### config.mk
export PLATFORM = sky130hd
export DESIGN_NAME = press_generator_flat
export DESIGN_NICKNAME = d
export VERILOG_FILES = /design/src/rtl/press_gen_pkg.sv /design/src/rtl/press_generator_if.sv /design/src/rtl/sat_updown_counter.sv /design/src/rtl/press_generator.sv /design/src/flat_wrapper.sv
export SDC_FILE = /design/constraint.sdc
export NUM_CORES = 1
export LEC_CHECK = 0
export CAP_MARGIN = 20
export CORE_UTILIZATION = 45
export DETAILED_ROUTE_END_ITERATION = 10
export GPL_ROUTABILITY_DRIVEN = 0
export PLACE_DENSITY = 0.67
export SLEW_MARGIN = 20
export SYNTH_ARGS = -nofsm -noshare
export SYNTH_HDL_FRONTEND = slang
export SYNTH_SLANG_ARGS = --single-unit
### constraint.sdc
create_clock -name clk -period 2.9 [get_ports clk]
set_input_delay 0.58 -clock clk [delete_from_list [all_inputs] [get_ports clk]]
set_output_delay 0.58 -clock clk [all_outputs]
set_load 0.02 [all_outputs]
### src/rtl/press_gen_pkg.sv
// Shared FSM state encodings and default 50 MHz timing constants for the
// push-button press generator.
package press_gen_pkg;

  localparam logic [1:0] ST_IDLE   = 2'd0;
  localparam logic [1:0] ST_ACTIVE = 2'd1;
  localparam logic [1:0] ST_GAP    = 2'd2;

  // 50 ms at 50 MHz, comfortably longer than a 40 ms debounce window
  localparam int   DEF_HOLD_CYCLES = 2_500_000;
  localparam int   DEF_GAP_CYCLES  = 2_500_000;
  localparam int   DEF_CNT_W       = 22;
  localparam int   DEF_Q_W         = 3;
  localparam logic DEF_IDLE_LEVEL  = 1'b1;

endpackage

### src/rtl/press_generator_if.sv
// Request/status bundle between a press requester and the press generator.
interface press_generator_if #(
  parameter int Q_W = 3
);

  logic           press_req;
  logic           level_out;
  logic           busy;
  logic [Q_W-1:0] pending;
  logic           overflow;

  modport master (
    output press_req,
    input  level_out, busy, pending, overflow
  );

  modport slave (
    input  press_req,
    output level_out, busy, pending, overflow
  );

endinterface

### src/rtl/sat_updown_counter.sv
// Saturating up/down counter; an increment that would wrap is dropped and
// flagged with a one-cycle registered sat_drop pulse.
module sat_updown_counter #(
  parameter int WIDTH = 3
) (
  input  logic             clk,
  input  logic             reset_n,
  input  logic             inc,
  input  logic             dec,
  output logic [WIDTH-1:0] count,
  output logic             sat_drop
);

  localparam logic [WIDTH-1:0] MAX = '1;

  always_ff @(posedge clk or negedge reset_n) begin
    if (!reset_n) begin
      count    <= '0;
      sat_drop <= 1'b0;
    end else begin
      sat_drop <= 1'b0;
      if (inc && !dec) begin
        if (count == MAX) sat_drop <= 1'b1;
        else              count    <= count + 1'b1;
      end else if (dec && !inc && count != '0) begin
        count <= count - 1'b1;
      end
    end
  end

endmodule

### src/rtl/press_generator.sv
// Turns one-cycle press requests into debounce-safe button pulses: a hold
// phase, then an idle gap, with extra requests queued in a saturating counter.
module press_generator
  import press_gen_pkg::*;
#(
  parameter int   HOLD_CYCLES = DEF_HOLD_CYCLES,
  parameter int   GAP_CYCLES  = DEF_GAP_CYCLES,
  parameter int   CNT_W       = DEF_CNT_W,
  parameter int   Q_W         = DEF_Q_W,
  parameter logic IDLE_LEVEL  = DEF_IDLE_LEVEL
) (
  input  logic             clk,
  input  logic             reset_n,
  press_generator_if.slave bus
);

  logic [1:0]       state;
  logic [CNT_W-1:0] phase_cnt;
  logic [Q_W-1:0]   pending_cnt;
  logic             level_q;
  logic             busy_q;
  logic             overflow_q;
  logic             consume;
  logic             has_pending;
  logic             hold_done;
  logic             gap_done;

  assign has_pending = (pending_cnt != '0);
  assign hold_done   = (phase_cnt == CNT_W'(HOLD_CYCLES - 1));
  assign gap_done    = (phase_cnt == CNT_W'(GAP_CYCLES - 1));

  // A press is taken from the queue only when the line is free to start one
  always_comb begin
    consume = 1'b0;
    case (state)
      ST_IDLE: consume = has_pending;
      ST_GAP:  consume = gap_done && has_pending;
      default: consume = 1'b0;
    endcase
  end

  sat_updown_counter #(
    .WIDTH(Q_W)
  ) u_pending (
    .clk      (clk),
    .reset_n  (reset_n),
    .inc      (bus.press_req),
    .dec      (consume),
    .count    (pending_cnt),
    .sat_drop (overflow_q)
  );

  always_ff @(posedge clk or negedge reset_n) begin
    if (!reset_n) begin
      state     <= ST_IDLE;
      phase_cnt <= '0;
      level_q   <= IDLE_LEVEL;
      busy_q    <= 1'b0;
    end else begin
      case (state)
        ST_IDLE: begin
          if (consume) begin
            state     <= ST_ACTIVE;
            phase_cnt <= '0;
            level_q   <= ~IDLE_LEVEL;
            busy_q    <= 1'b1;
          end
        end
        ST_ACTIVE: begin
          if (hold_done) begin
            state     <= ST_GAP;
            phase_cnt <= '0;
            level_q   <= IDLE_LEVEL;
          end else begin
            phase_cnt <= phase_cnt + 1'b1;
          end
        end
        ST_GAP: begin
          if (gap_done) begin
            phase_cnt <= '0;
            if (consume) begin
              state   <= ST_ACTIVE;
              level_q <= ~IDLE_LEVEL;
            end else begin
              state  <= ST_IDLE;
              busy_q <= 1'b0;
            end
          end else begin
            phase_cnt <= phase_cnt + 1'b1;
          end
        end
        default: begin
          state     <= ST_IDLE;
          phase_cnt <= '0;
          level_q   <= IDLE_LEVEL;
          busy_q    <= 1'b0;
        end
      endcase
    end
  end

  assign bus.level_out = level_q;
  assign bus.busy      = busy_q;
  assign bus.pending   = pending_cnt;
  assign bus.overflow  = overflow_q;

endmodule
### src/flat_wrapper.sv
// flat-port wrapper written by rule: the top's interface ports become plain ports
module press_generator_flat import press_gen_pkg::*;
#(
  parameter int   HOLD_CYCLES = DEF_HOLD_CYCLES,
  parameter int   GAP_CYCLES  = DEF_GAP_CYCLES,
  parameter int   CNT_W       = DEF_CNT_W,
  parameter int   Q_W         = DEF_Q_W,
  parameter logic IDLE_LEVEL  = DEF_IDLE_LEVEL
)
  (clk, reset_n, bus_press_req, bus_level_out, bus_busy, bus_pending, bus_overflow);
  press_generator_if #(.Q_W(Q_W)) bus_i ();
  input  logic clk;
  input  logic reset_n;
  input wire logic [$bits(bus_i.press_req)-1:0] bus_press_req;
  output wire logic [$bits(bus_i.level_out)-1:0] bus_level_out;
  output wire logic [$bits(bus_i.busy)-1:0] bus_busy;
  output wire logic [$bits(bus_i.pending)-1:0] bus_pending;
  output wire logic [$bits(bus_i.overflow)-1:0] bus_overflow;
  assign bus_i.press_req = bus_press_req;
  assign bus_level_out = bus_i.level_out;
  assign bus_busy = bus_i.busy;
  assign bus_pending = bus_i.pending;
  assign bus_overflow = bus_i.overflow;
  press_generator #(.HOLD_CYCLES(HOLD_CYCLES), .GAP_CYCLES(GAP_CYCLES), .CNT_W(CNT_W), .Q_W(Q_W), .IDLE_LEVEL(IDLE_LEVEL)) u_core (.clk(clk), .reset_n(reset_n), .bus(bus_i));
endmodule
==> impl_metrics.prom, run 1 <==
# TYPE chip_impl_metric gauge
chip_impl_info{name="run_status",value="finished, final reports clean"} 1
chip_impl_info{name="timing.rr.end",value="u_core.u_pending.count[1]"} 1
chip_impl_metric{name="drt-wirelength-per-cell",unit="um"} 14.1
chip_impl_metric{name="grt_pass1_vias",unit=""} 1270
chip_impl_metric{name="syn_area_per_cell",unit="um^2"} 9.85
chip_impl_metric{name="dr_total_vias",unit=""} 1279
chip_impl_metric{name="fin_crit",unit="ps"} 2520
chip_impl_metric{name="drt-total-wl",unit="mm"} 3.35
chip_impl_metric{name="grt.overflow.total",unit=""} 0
chip_impl_info{name="worst_hold_path_type",value="flip-flop to flip-flop"} 1
chip_impl_metric{name="ctsLongestPathBuffers",unit=""} 2
chip_impl_metric{name="pin_count_of_the_biggest_net_entering_global_routing",unit=""} 31
chip_impl_metric{name="setup_buffers_after_cts",unit=""} 0
chip_impl_metric{name="boundaryPins",unit=""} 9
chip_impl_metric{name="die-area",unit="um^2"} 4150
chip_impl_info{name="layout.cells.most_common_list",value="29 x sky130_fd_sc_hd__dfrtp_1, 28 x sky130_fd_sc_hd__nor2_1, 18 x sky130_fd_sc_hd__nand2_1, 17 x sky130_fd_sc_hd__xor2_1"} 1
chip_impl_metric{name="rows",unit=""} 22
chip_impl_metric{name="final_antenna_net_count",unit=""} 0
chip_impl_metric{name="fp.dieW",unit="um"} 64.4
chip_impl_metric{name="clock_latency",unit="ps"} 280
chip_impl_metric{name="hpwl",unit="mm"} 2.40
chip_impl_metric{name="detail_route.drc_violations",unit=""} 0
chip_impl_metric{name="drt_first_iter_violations",unit=""} 80
chip_impl_info{name="cts_tree",value="built"} 1
chip_impl_metric{name="area_post_placement",unit="um^2"} 1880
chip_impl_metric{name="grtUsageMet2",unit="%"} 30.1
chip_impl_metric{name="die_h",unit="um"} 64.4
chip_impl_info{name="endpoint_kind",value="flip-flop"} 1
chip_impl_metric{name="synth_enable_flop_cells",unit=""} 0
chip_impl_metric{name="timing.final.setup_violations",unit=""} 0
chip_impl_metric{name="cp.required",unit="ps"} 3060
chip_impl_metric{name="grt_first_pass_wirelength",unit="mm"} 5.78
chip_impl_metric{name="ys_ff_latch",unit=""} 30
chip_impl_metric{name="synthesis.instances",unit=""} 178
chip_impl_metric{name="starting_density",unit="%"} 47.6
chip_impl_metric{name="track_usage",unit="%"} 18.5
chip_impl_info{name="setup.worst_path.start",value="u_core.phase_cnt[14]"} 1
chip_impl_metric{name="drive_above_1_share",unit="%"} 11.1
chip_impl_metric{name="static-leakage-power",unit="nW"} 0.872
chip_impl_metric{name="timing_worst_slew_pin_value",unit="ps"} 613
chip_impl_metric{name="clock_sink_count",unit=""} 30
chip_impl_metric{name="pre_cts_ws",unit="ps"} 396
chip_impl_metric{name="r2r.worst_path.cells",unit=""} 8
chip_impl_metric{name="groute.layer.met1.usage",unit="%"} 22.2
chip_impl_metric{name="maxClockFrequency",unit="MHz"} 397
chip_impl_metric{name="global_route.usage.met3",unit="%"} 5.99
chip_impl_metric{name="worst-r2r-setup-slack",unit="ps"} 380
chip_impl_metric{name="cts-htree-levels",unit=""} 2
chip_impl_info{name="synth-main-ff-cell",value="sky130_fd_sc_hd__dfrtp_1"} 1
chip_impl_metric{name="synth_nets",unit=""} 187
chip_impl_info{name="worstSetupPathType",value="flip-flop to flip-flop"} 1
chip_impl_metric{name="hold_buffers",unit=""} 0
chip_impl_metric{name="cts_inserted_buffers",unit=""} 5
chip_impl_info{name="min_from",value="u_core.bus.level_out"} 1
chip_impl_metric{name="max_cap_viol_count",unit=""} 0
chip_impl_metric{name="finClkSkew",unit="ps"} 4.99
chip_impl_metric{name="synthesis.area",unit="um^2"} 1750
chip_impl_metric{name="setup-tns-final",unit="ps"} 0
chip_impl_info{name="most_common_cell_after_layout_fill_and_taps_aside",value="sky130_fd_sc_hd__dfrtp_1"} 1
chip_impl_metric{name="ys_seq_area_share",unit="%"} 42.9
chip_impl_metric{name="arrival",unit="ps"} 2680
chip_impl_metric{name="pins_over_their_slew_limit",unit=""} 0
chip_impl_metric{name="synth-async-reset-ratio",unit="%"} 100
chip_impl_info{name="post_synth_main_area_contributors",value="sky130_fd_sc_hd__dfrtp_1 41%, sky130_fd_sc_hd__xor2_1 8.5%, sky130_fd_sc_hd__nor2_1 6.0%"} 1
chip_impl_metric{name="port-buffer-count",unit=""} 8
chip_impl_info{name="hold_end",value="u_core.bus.level_out"} 1
chip_impl_metric{name="final_net_count",unit=""} 197
chip_impl_info{name="cts.root.buffer_cell",value="sky130_fd_sc_hd__clkbuf_8"} 1
chip_impl_metric{name="fin_total_pwr",unit="mW"} 1.51
chip_impl_metric{name="post_drt_via_cell_ratio",unit=""} 5.40
chip_impl_metric{name="hold_viol_final",unit=""} 0
chip_impl_metric{name="count_of_instances_resized_after_the_clock_tree_is_built",unit=""} 0
chip_impl_info{name="grt-busiest-layer",value="met2"} 1
chip_impl_metric{name="drt_first_pass_iters",unit=""} 4
chip_impl_metric{name="fin_area",unit="um^2"} 1970
chip_impl_info{name="critical_path.startpoint_type",value="flip-flop"} 1
chip_impl_info{name="synth_largest_area_cell",value="sky130_fd_sc_hd__dfrtp_1"} 1
chip_impl_metric{name="final_cycle_share",unit="%"} 86.9
chip_impl_metric{name="yosysUniqueCellTypes",unit=""} 42
chip_impl_metric{name="worst_hold_path.num_cells",unit=""} 1
chip_impl_metric{name="final.fill_count",unit=""} 362
chip_impl_metric{name="power_per_standard_cell_area",unit="nW/um^2"} 767
chip_impl_metric{name="synthesis.yosys.warnings",unit=""} 0
chip_impl_metric{name="clkSlewWorstSetupHoldPaths",unit="ps"} 60
chip_impl_metric{name="worst_setup_margin",unit="ps"} 380
chip_impl_metric{name="insertedDiodeCount",unit=""} 0
chip_impl_metric{name="p_r_area_growth_vs_syn",unit="%"} 12.2
chip_impl_metric{name="netlist.area_leader.share",unit="%"} 41.4
chip_impl_metric{name="max_slew_margin",unit="%"} 59.0
chip_impl_info{name="rsz0062_at_grt",value="false"} 1
chip_impl_metric{name="irDropWorstVdd",unit="mV"} 0.462
chip_impl_metric{name="grt_antenna_before_repair",unit=""} 0
chip_impl_info{name="r2r_start",value="u_core.phase_cnt[14]"} 1
chip_impl_metric{name="worst-path-max-fanout",unit=""} 4
chip_impl_metric{name="core_box_area",unit="um^2"} 3690
## through the flow
stage	hold slack, ps	utilization (%)	cells
6_report	513	53.4	237
5_1_grt	527	53.4	237
4_1_cts	518	53.4	237
3_5_place_dp	507	50.9	229
3_3_place_gp	496	50.9	229
2_1_floorplan	284	-	178
## power breakdown
part,total [mW],internal (mW),leakage [nW],switching (mW)
Clock,0.343,0.191,0.0482,0.152
Combinational,0.578,0.261,0.423,0.317
Sequential,0.589,0.489,0.400,0.101
Total,1.51,0.941,0.872,0.570
## worst max path at each step
stage | endpoint | slack (ps) | cells past startpoint
global route | u_core.u_pending.count[1] | 240 | 8
detailed placement | u_core.u_pending.count[1] | 400 | 8
finish | u_core.u_pending.count[1] | 380 | 8
floorplan | u_core.u_pending.count[1] | 600 | 8
CTS | u_core.u_pending.count[1] | 380 | 8
global placement | u_core.u_pending.count[1] | 500 | 8
## logic make-up (layout without fill, tap and decap cells)
family,Yosys count,in the layout,synth area share (%)
simple gates,86,86,28.6
flops,30,30,42.9
xor+xnor,21,21,10.5
compound gates,20,20,8.27
buf+inv,11,22,2.71
fa+ha+maj,6,6,4.71
mux,4,4,2.35
## final cells by class
| cell class | instances | area (um^2) | share of cell area (%) |
|---|---|---|---|
| flip-flops and latches | 30 | 752 | 38.2 |
| clock inverters | 1 | 5.00 | 0.254 |
| repair buffers | 10 | 95.1 | 4.83 |
| inverters | 4 | 15.0 | 0.763 |
| well taps | 48 | 60.1 | 3.05 |
| clock buffers | 7 | 86.3 | 4.39 |
| multi-input cells | 137 | 955 | 48.5 |
## layer usage
layer	part of all wire [%]	routed length [um]	vias to the layer above
li1	-	-	629
met4	1.9	65	0
met5	0	0	-
met3	3.2	106	6
met2	49	1650	12
met1	45	1520	632
## critical path: stages (launching register included)
cell	delay (ps)
sky130_fd_sc_hd__dfrtp_1	420
sky130_fd_sc_hd__nor4_2	330
sky130_fd_sc_hd__nand4_2	200
sky130_fd_sc_hd__o41ai_4	460
sky130_fd_sc_hd__nand2_2	140
sky130_fd_sc_hd__nand2_1	110
sky130_fd_sc_hd__fa_1	440
sky130_fd_sc_hd__a22oi_1	210
sky130_fd_sc_hd__mux2i_1	100
## flip-flops by register name, summed over array words and instances (netlist names)
| signal | flops |
|---|---|
| u_core.bus.busy | 1 |
| u_core.bus.level_out | 1 |
| u_core.u_pending.count | 3 |
| u_core.u_pending.sat_drop | 1 |
| u_core.phase_cnt | 22 |
| u_core.state | 2 |
## cells in the mapped netlist, types with 2 or more instances
master and count:
sky130_fd_sc_hd__dfrtp_1 29, sky130_fd_sc_hd__nor2_1 28, sky130_fd_sc_hd__nand2_1 18, sky130_fd_sc_hd__xor2_1 17, sky130_fd_sc_hd__nand3_1 8, sky130_fd_sc_hd__and3_1 6
sky130_fd_sc_hd__o21ai_0 6, sky130_fd_sc_hd__a21oi_1 5, sky130_fd_sc_hd__buf_2 5, sky130_fd_sc_hd__ha_1 5, sky130_fd_sc_hd__nand4_1 5, sky130_fd_sc_hd__inv_1 4
sky130_fd_sc_hd__xnor2_1 4, sky130_fd_sc_hd__mux2i_1 3, sky130_fd_sc_hd__nand2b_1 3, sky130_fd_sc_hd__a211oi_1 2, sky130_fd_sc_hd__and2_1 2, sky130_fd_sc_hd__clkbuf_1 2
sky130_fd_sc_hd__nor4_2 2, sky130_fd_sc_hd__nor4b_4 2
Note: power is estimated with default switching activity, not from simulation.
==> inputs of run 2 (changes only) <==
Settings changed: ABC_AREA from default to 1, PLACE_DENSITY 0.67 to 0.66.
==> run 2 against run 1 <==
Combinational power increased by 60%. Critical path depth grew 2. First-iteration DRC count up 85%. Synthesized area grew 18%. Maximum frequency is 14% higher. Flip-flop and latch count stayed put. Hold slack worse by 51 ps. Total power up 21%. Wire length rose by 40%. Cell area up 15%. Cell count grew 51%. Critical path type unchanged. Largest cell class unchanged. Highest routed layer unchanged.
==> impl_metrics.prom, run 2 <==
# TYPE chip_impl_metric gauge
chip_impl_metric{name="maxClockFrequency",unit="MHz"} 451
chip_impl_metric{name="rows",unit=""} 24
chip_impl_metric{name="port-buffer-count",unit=""} 8
chip_impl_info{name="crit_chain",value="ha_1 > nand3_1 > nor2_2 > nand3_4 > nand2_4 > nand2_4 > nand2_4 > nand2_1 > nand2_1 > nor2_1"} 1
chip_impl_metric{name="cts-htree-levels",unit=""} 2
chip_impl_metric{name="detail_route.drc_violations",unit=""} 0
chip_impl_info{name="worst_hold_path_type",value="flip-flop to flip-flop"} 1
chip_impl_metric{name="syn_area_per_cell",unit="um^2"} 7.02
chip_impl_metric{name="clkSlewWorstSetupHoldPaths",unit="ps"} 60
chip_impl_metric{name="pre_cts_ws",unit="ps"} 693
chip_impl_metric{name="post_drt_via_cell_ratio",unit=""} 5.24
chip_impl_metric{name="insertedDiodeCount",unit=""} 0
chip_impl_metric{name="arrival",unit="ps"} 2400
chip_impl_metric{name="path_depth",unit=""} 10
chip_impl_metric{name="synthesis.area",unit="um^2"} 2060
chip_impl_info{name="layout.cells.most_common_list",value="76 x sky130_fd_sc_hd__nand2_1, 49 x sky130_fd_sc_hd__nor2_1, 40 x sky130_fd_sc_hd__nand3_1, 29 x sky130_fd_sc_hd__dfrtp_1, 28 x sky130_fd_sc_hd__inv_1"} 1
chip_impl_metric{name="pin_count_of_the_biggest_net_entering_global_routing",unit=""} 38
chip_impl_metric{name="worst_hold_path.num_cells",unit=""} 2
chip_impl_info{name="largest-register",value="u_core.phase_cnt"} 1
chip_impl_metric{name="p_r_area_growth_vs_syn",unit="%"} 9.82
chip_impl_metric{name="setup_buffers_after_cts",unit=""} 0
chip_impl_metric{name="synthesis.yosys.warnings",unit=""} 0
chip_impl_metric{name="drt_first_pass_iters",unit=""} 4
chip_impl_metric{name="r2r.worst_path.cells",unit=""} 10
chip_impl_metric{name="ctsLongestPathBuffers",unit=""} 2
chip_impl_info{name="critical-path-top-cell-by-count",value="sky130_fd_sc_hd__nand2_4"} 1
chip_impl_metric{name="track_usage",unit="%"} 20.9
chip_impl_metric{name="max_cap_viol_count",unit=""} 0
chip_impl_metric{name="final_cycle_share",unit="%"} 76.5
chip_impl_metric{name="max_slew_margin",unit="%"} 69.2
chip_impl_metric{name="drt_first_iter_violations",unit=""} 148
chip_impl_metric{name="cp.required",unit="ps"} 3080
chip_impl_info{name="run_status",value="finished, final reports clean"} 1
chip_impl_metric{name="crit_path_max_incr_delay",unit="ps"} 400
chip_impl_metric{name="synth-async-reset-ratio",unit="%"} 100
chip_impl_metric{name="synth_enable_flop_cells",unit=""} 0
chip_impl_metric{name="worst-path-max-fanout",unit=""} 37
chip_impl_metric{name="netlist.area_leader.share",unit="%"} 35.2
chip_impl_info{name="post_synth_main_area_contributors",value="sky130_fd_sc_hd__dfrtp_1 35%, sky130_fd_sc_hd__nand2_1 14%, sky130_fd_sc_hd__nand3_1 9.7%"} 1
chip_impl_metric{name="hold_buffers",unit=""} 0
chip_impl_metric{name="total_placed_cells_including_tap_cells",unit=""} 350
chip_impl_metric{name="critical_path_buf_inv_count",unit=""} 0
chip_impl_metric{name="fin_area",unit="um^2"} 2270
chip_impl_metric{name="irDropWorstVdd",unit="mV"} 0.508
chip_impl_metric{name="synthesis.instances",unit=""} 294
chip_impl_info{name="most_common_cell_after_layout_fill_and_taps_aside",value="sky130_fd_sc_hd__nand2_1"} 1
chip_impl_metric{name="power_per_standard_cell_area",unit="nW/um^2"} 807
chip_impl_info{name="critical_path.startpoint_type",value="flip-flop"} 1
chip_impl_metric{name="netSwitchingPower",unit="mW"} 0.843
chip_impl_metric{name="clock_latency",unit="ps"} 290
chip_impl_metric{name="cellInternalPower",unit="mW"} 0.985
chip_impl_metric{name="pins_over_their_slew_limit",unit=""} 0
chip_impl_metric{name="ys_ff_latch",unit=""} 30
chip_impl_metric{name="final_net_count",unit=""} 314
chip_impl_metric{name="static-leakage-power",unit="nW"} 1.01
chip_impl_info{name="cp_slowest_cell",value="sky130_fd_sc_hd__dfrtp_1"} 1
chip_impl_metric{name="final_util",unit="%"} 51.7
chip_impl_metric{name="grt_antenna_before_repair",unit=""} 0
chip_impl_metric{name="fp.dieW",unit="um"} 69.7
chip_impl_metric{name="drive_above_1_share",unit="%"} 8.82
chip_impl_metric{name="area_post_placement",unit="um^2"} 2170
chip_impl_metric{name="synth_nets",unit=""} 303
chip_impl_info{name="worstSetupPathType",value="flip-flop to flip-flop"} 1
chip_impl_metric{name="dr_total_vias",unit=""} 1875
chip_impl_metric{name="grt.overflow.total",unit=""} 0
chip_impl_info{name="critPathTopFamily",value="simple AND/OR/NAND/NOR gates"} 1
chip_impl_metric{name="grt_first_pass_wirelength",unit="mm"} 8.00
chip_impl_info{name="synth_largest_area_cell",value="sky130_fd_sc_hd__dfrtp_1"} 1
chip_impl_metric{name="ys_seq_area_share",unit="%"} 36.4
chip_impl_metric{name="fin_crit",unit="ps"} 2220
chip_impl_info{name="reg_top3",value="u_core.phase_cnt (22), u_core.u_pending.count (3), u_core.state (2)"} 1
chip_impl_metric{name="power.clock.fraction",unit="%"} 19.1
chip_impl_info{name="cts_tree",value="built"} 1
chip_impl_metric{name="starting_density",unit="%"} 47.1
chip_impl_metric{name="yosysUniqueCellTypes",unit=""} 32
chip_impl_metric{name="drt-wirelength-per-cell",unit="um"} 13.0
chip_impl_metric{name="drt-total-wl",unit="mm"} 4.67
chip_impl_metric{name="hold_slack",unit="ps"} 462
chip_impl_metric{name="largest_register_ffs",unit=""} 22
chip_impl_info{name="synth.top_cells.by_count",value="76 x sky130_fd_sc_hd__nand2_1, 49 x sky130_fd_sc_hd__nor2_1, 40 x sky130_fd_sc_hd__nand3_1, 29 x sky130_fd_sc_hd__dfrtp_1, 28 x sky130_fd_sc_hd__inv_1"} 1
chip_impl_info{name="synth_most_common_cell",value="sky130_fd_sc_hd__nand2_1"} 1
chip_impl_metric{name="hold_viol_final",unit=""} 0
chip_impl_metric{name="p_seq_share",unit="%"} 30.4
chip_impl_metric{name="die_h",unit="um"} 69.7
chip_impl_metric{name="switching_share",unit="%"} 46.1
chip_impl_info{name="cts.root.buffer_cell",value="sky130_fd_sc_hd__clkbuf_8"} 1
chip_impl_metric{name="core_box_area",unit="um^2"} 4380
chip_impl_metric{name="timing.final.setup_violations",unit=""} 0
chip_impl_metric{name="final_antenna_net_count",unit=""} 0
chip_impl_metric{name="final_cells",unit=""} 358
chip_impl_metric{name="die-area",unit="um^2"} 4860
chip_impl_metric{name="grt_pass1_vias",unit=""} 1765
chip_impl_metric{name="boundaryPins",unit=""} 9
chip_impl_metric{name="finClkSkew",unit="ps"} 5.24
chip_impl_metric{name="power_frac_comb",unit="%"} 50.5
chip_impl_info{name="rsz0062_at_grt",value="false"} 1
chip_impl_metric{name="timing_worst_slew_pin_value",unit="ps"} 462
chip_impl_info{name="endpoint_kind",value="flip-flop"} 1
chip_impl_metric{name="setup-tns-final",unit="ps"} 0
chip_impl_metric{name="hpwl",unit="mm"} 3.52
chip_impl_metric{name="cts_inserted_buffers",unit=""} 5
chip_impl_metric{name="worst_setup_margin",unit="ps"} 681
chip_impl_info{name="synth-main-ff-cell",value="sky130_fd_sc_hd__dfrtp_1"} 1
chip_impl_metric{name="clock_sink_count",unit=""} 30
chip_impl_metric{name="count_of_instances_resized_after_the_clock_tree_is_built",unit=""} 0
chip_impl_metric{name="fin_total_pwr",unit="mW"} 1.83
[run 2: cell types whose count changed after synthesis, sizes merged, moves of 6 or more]
cell	change
and3	-6
inv	+26
nand2	+62
nand3	+34
nor2	+26
xor2	-11
[run 2: layout make-up]
type                    instances  area (um^2)
multi-input cells             228         1150
fillers                       445         2120
flip-flops and latches         30          752
clock buffers                   7         86.3
repair buffers                 10         95.1
inverters                      30          113
well taps                      52         65.1
clock inverters                 1         5.00
[run 2: worst register-to-register path, stage by stage, from the launching register on]
cell and delay, ps:
sky130_fd_sc_hd__dfrtp_1 400, sky130_fd_sc_hd__ha_1 280, sky130_fd_sc_hd__nand3_1 170, sky130_fd_sc_hd__nor2_2 180
sky130_fd_sc_hd__nand3_4 120, sky130_fd_sc_hd__nand2_4 100, sky130_fd_sc_hd__nand2_4 120, sky130_fd_sc_hd__nand2_4 330
sky130_fd_sc_hd__nand2_1 250, sky130_fd_sc_hd__nand2_1 120, sky130_fd_sc_hd__nor2_1 50
[run 2: path summary, 6_finish.rpt]
kind	slack, ps	to	startpoint
max reg2reg	680	u_core.phase_cnt[6]	u_core.phase_cnt[0]
max in group asynchronous	1900	u_core.bus.level_out	reset_n
max	680	u_core.phase_cnt[6]	u_core.phase_cnt[0]
min reg2reg	460	u_core.bus.level_out	u_core.bus.level_out
min in group asynchronous	680	u_core.phase_cnt[11]	reset_n
min	460	u_core.bus.level_out	u_core.bus.level_out
[run 2: cells by family after synthesis]
kind of cell / share of synthesized area [%]
xor+xnor: 2.97
simple gates: 43.2
fa+ha+maj: 4.00
buf+inv: 7.82
compound gates: 5.58
flops: 36.4
[run 2: power groups by stage]
| stage | logic [mW] | registers [mW] | clock network, mW |
|---|---|---|---|
| floorplan | 0.711 | 0.600 | 0 |
| global placement | 0.915 | 0.563 | 0 |
| detailed placement | 0.934 | 0.563 | 0 |
| CTS | 0.935 | 0.556 | 0.360 |
| global route | 1.05 | 0.565 | 0.378 |
| finish | 0.923 | 0.556 | 0.349 |
[run 2: per-layer routing]
| metal | part of all wire [%] | routed length, um | track usage, % | up-vias |
|---|---|---|---|---|
| met1 | 45 | 2080 | 26.2 | 854 |
| met2 | 48 | 2240 | 34.4 | 41 |
| met5 | 0 | 0 | 0 | - |
| met4 | 2.5 | 116 | 9.11 | 0 |
| li1 | - | - | - | 969 |
| met3 | 5.0 | 233 | 4.51 | 11 |
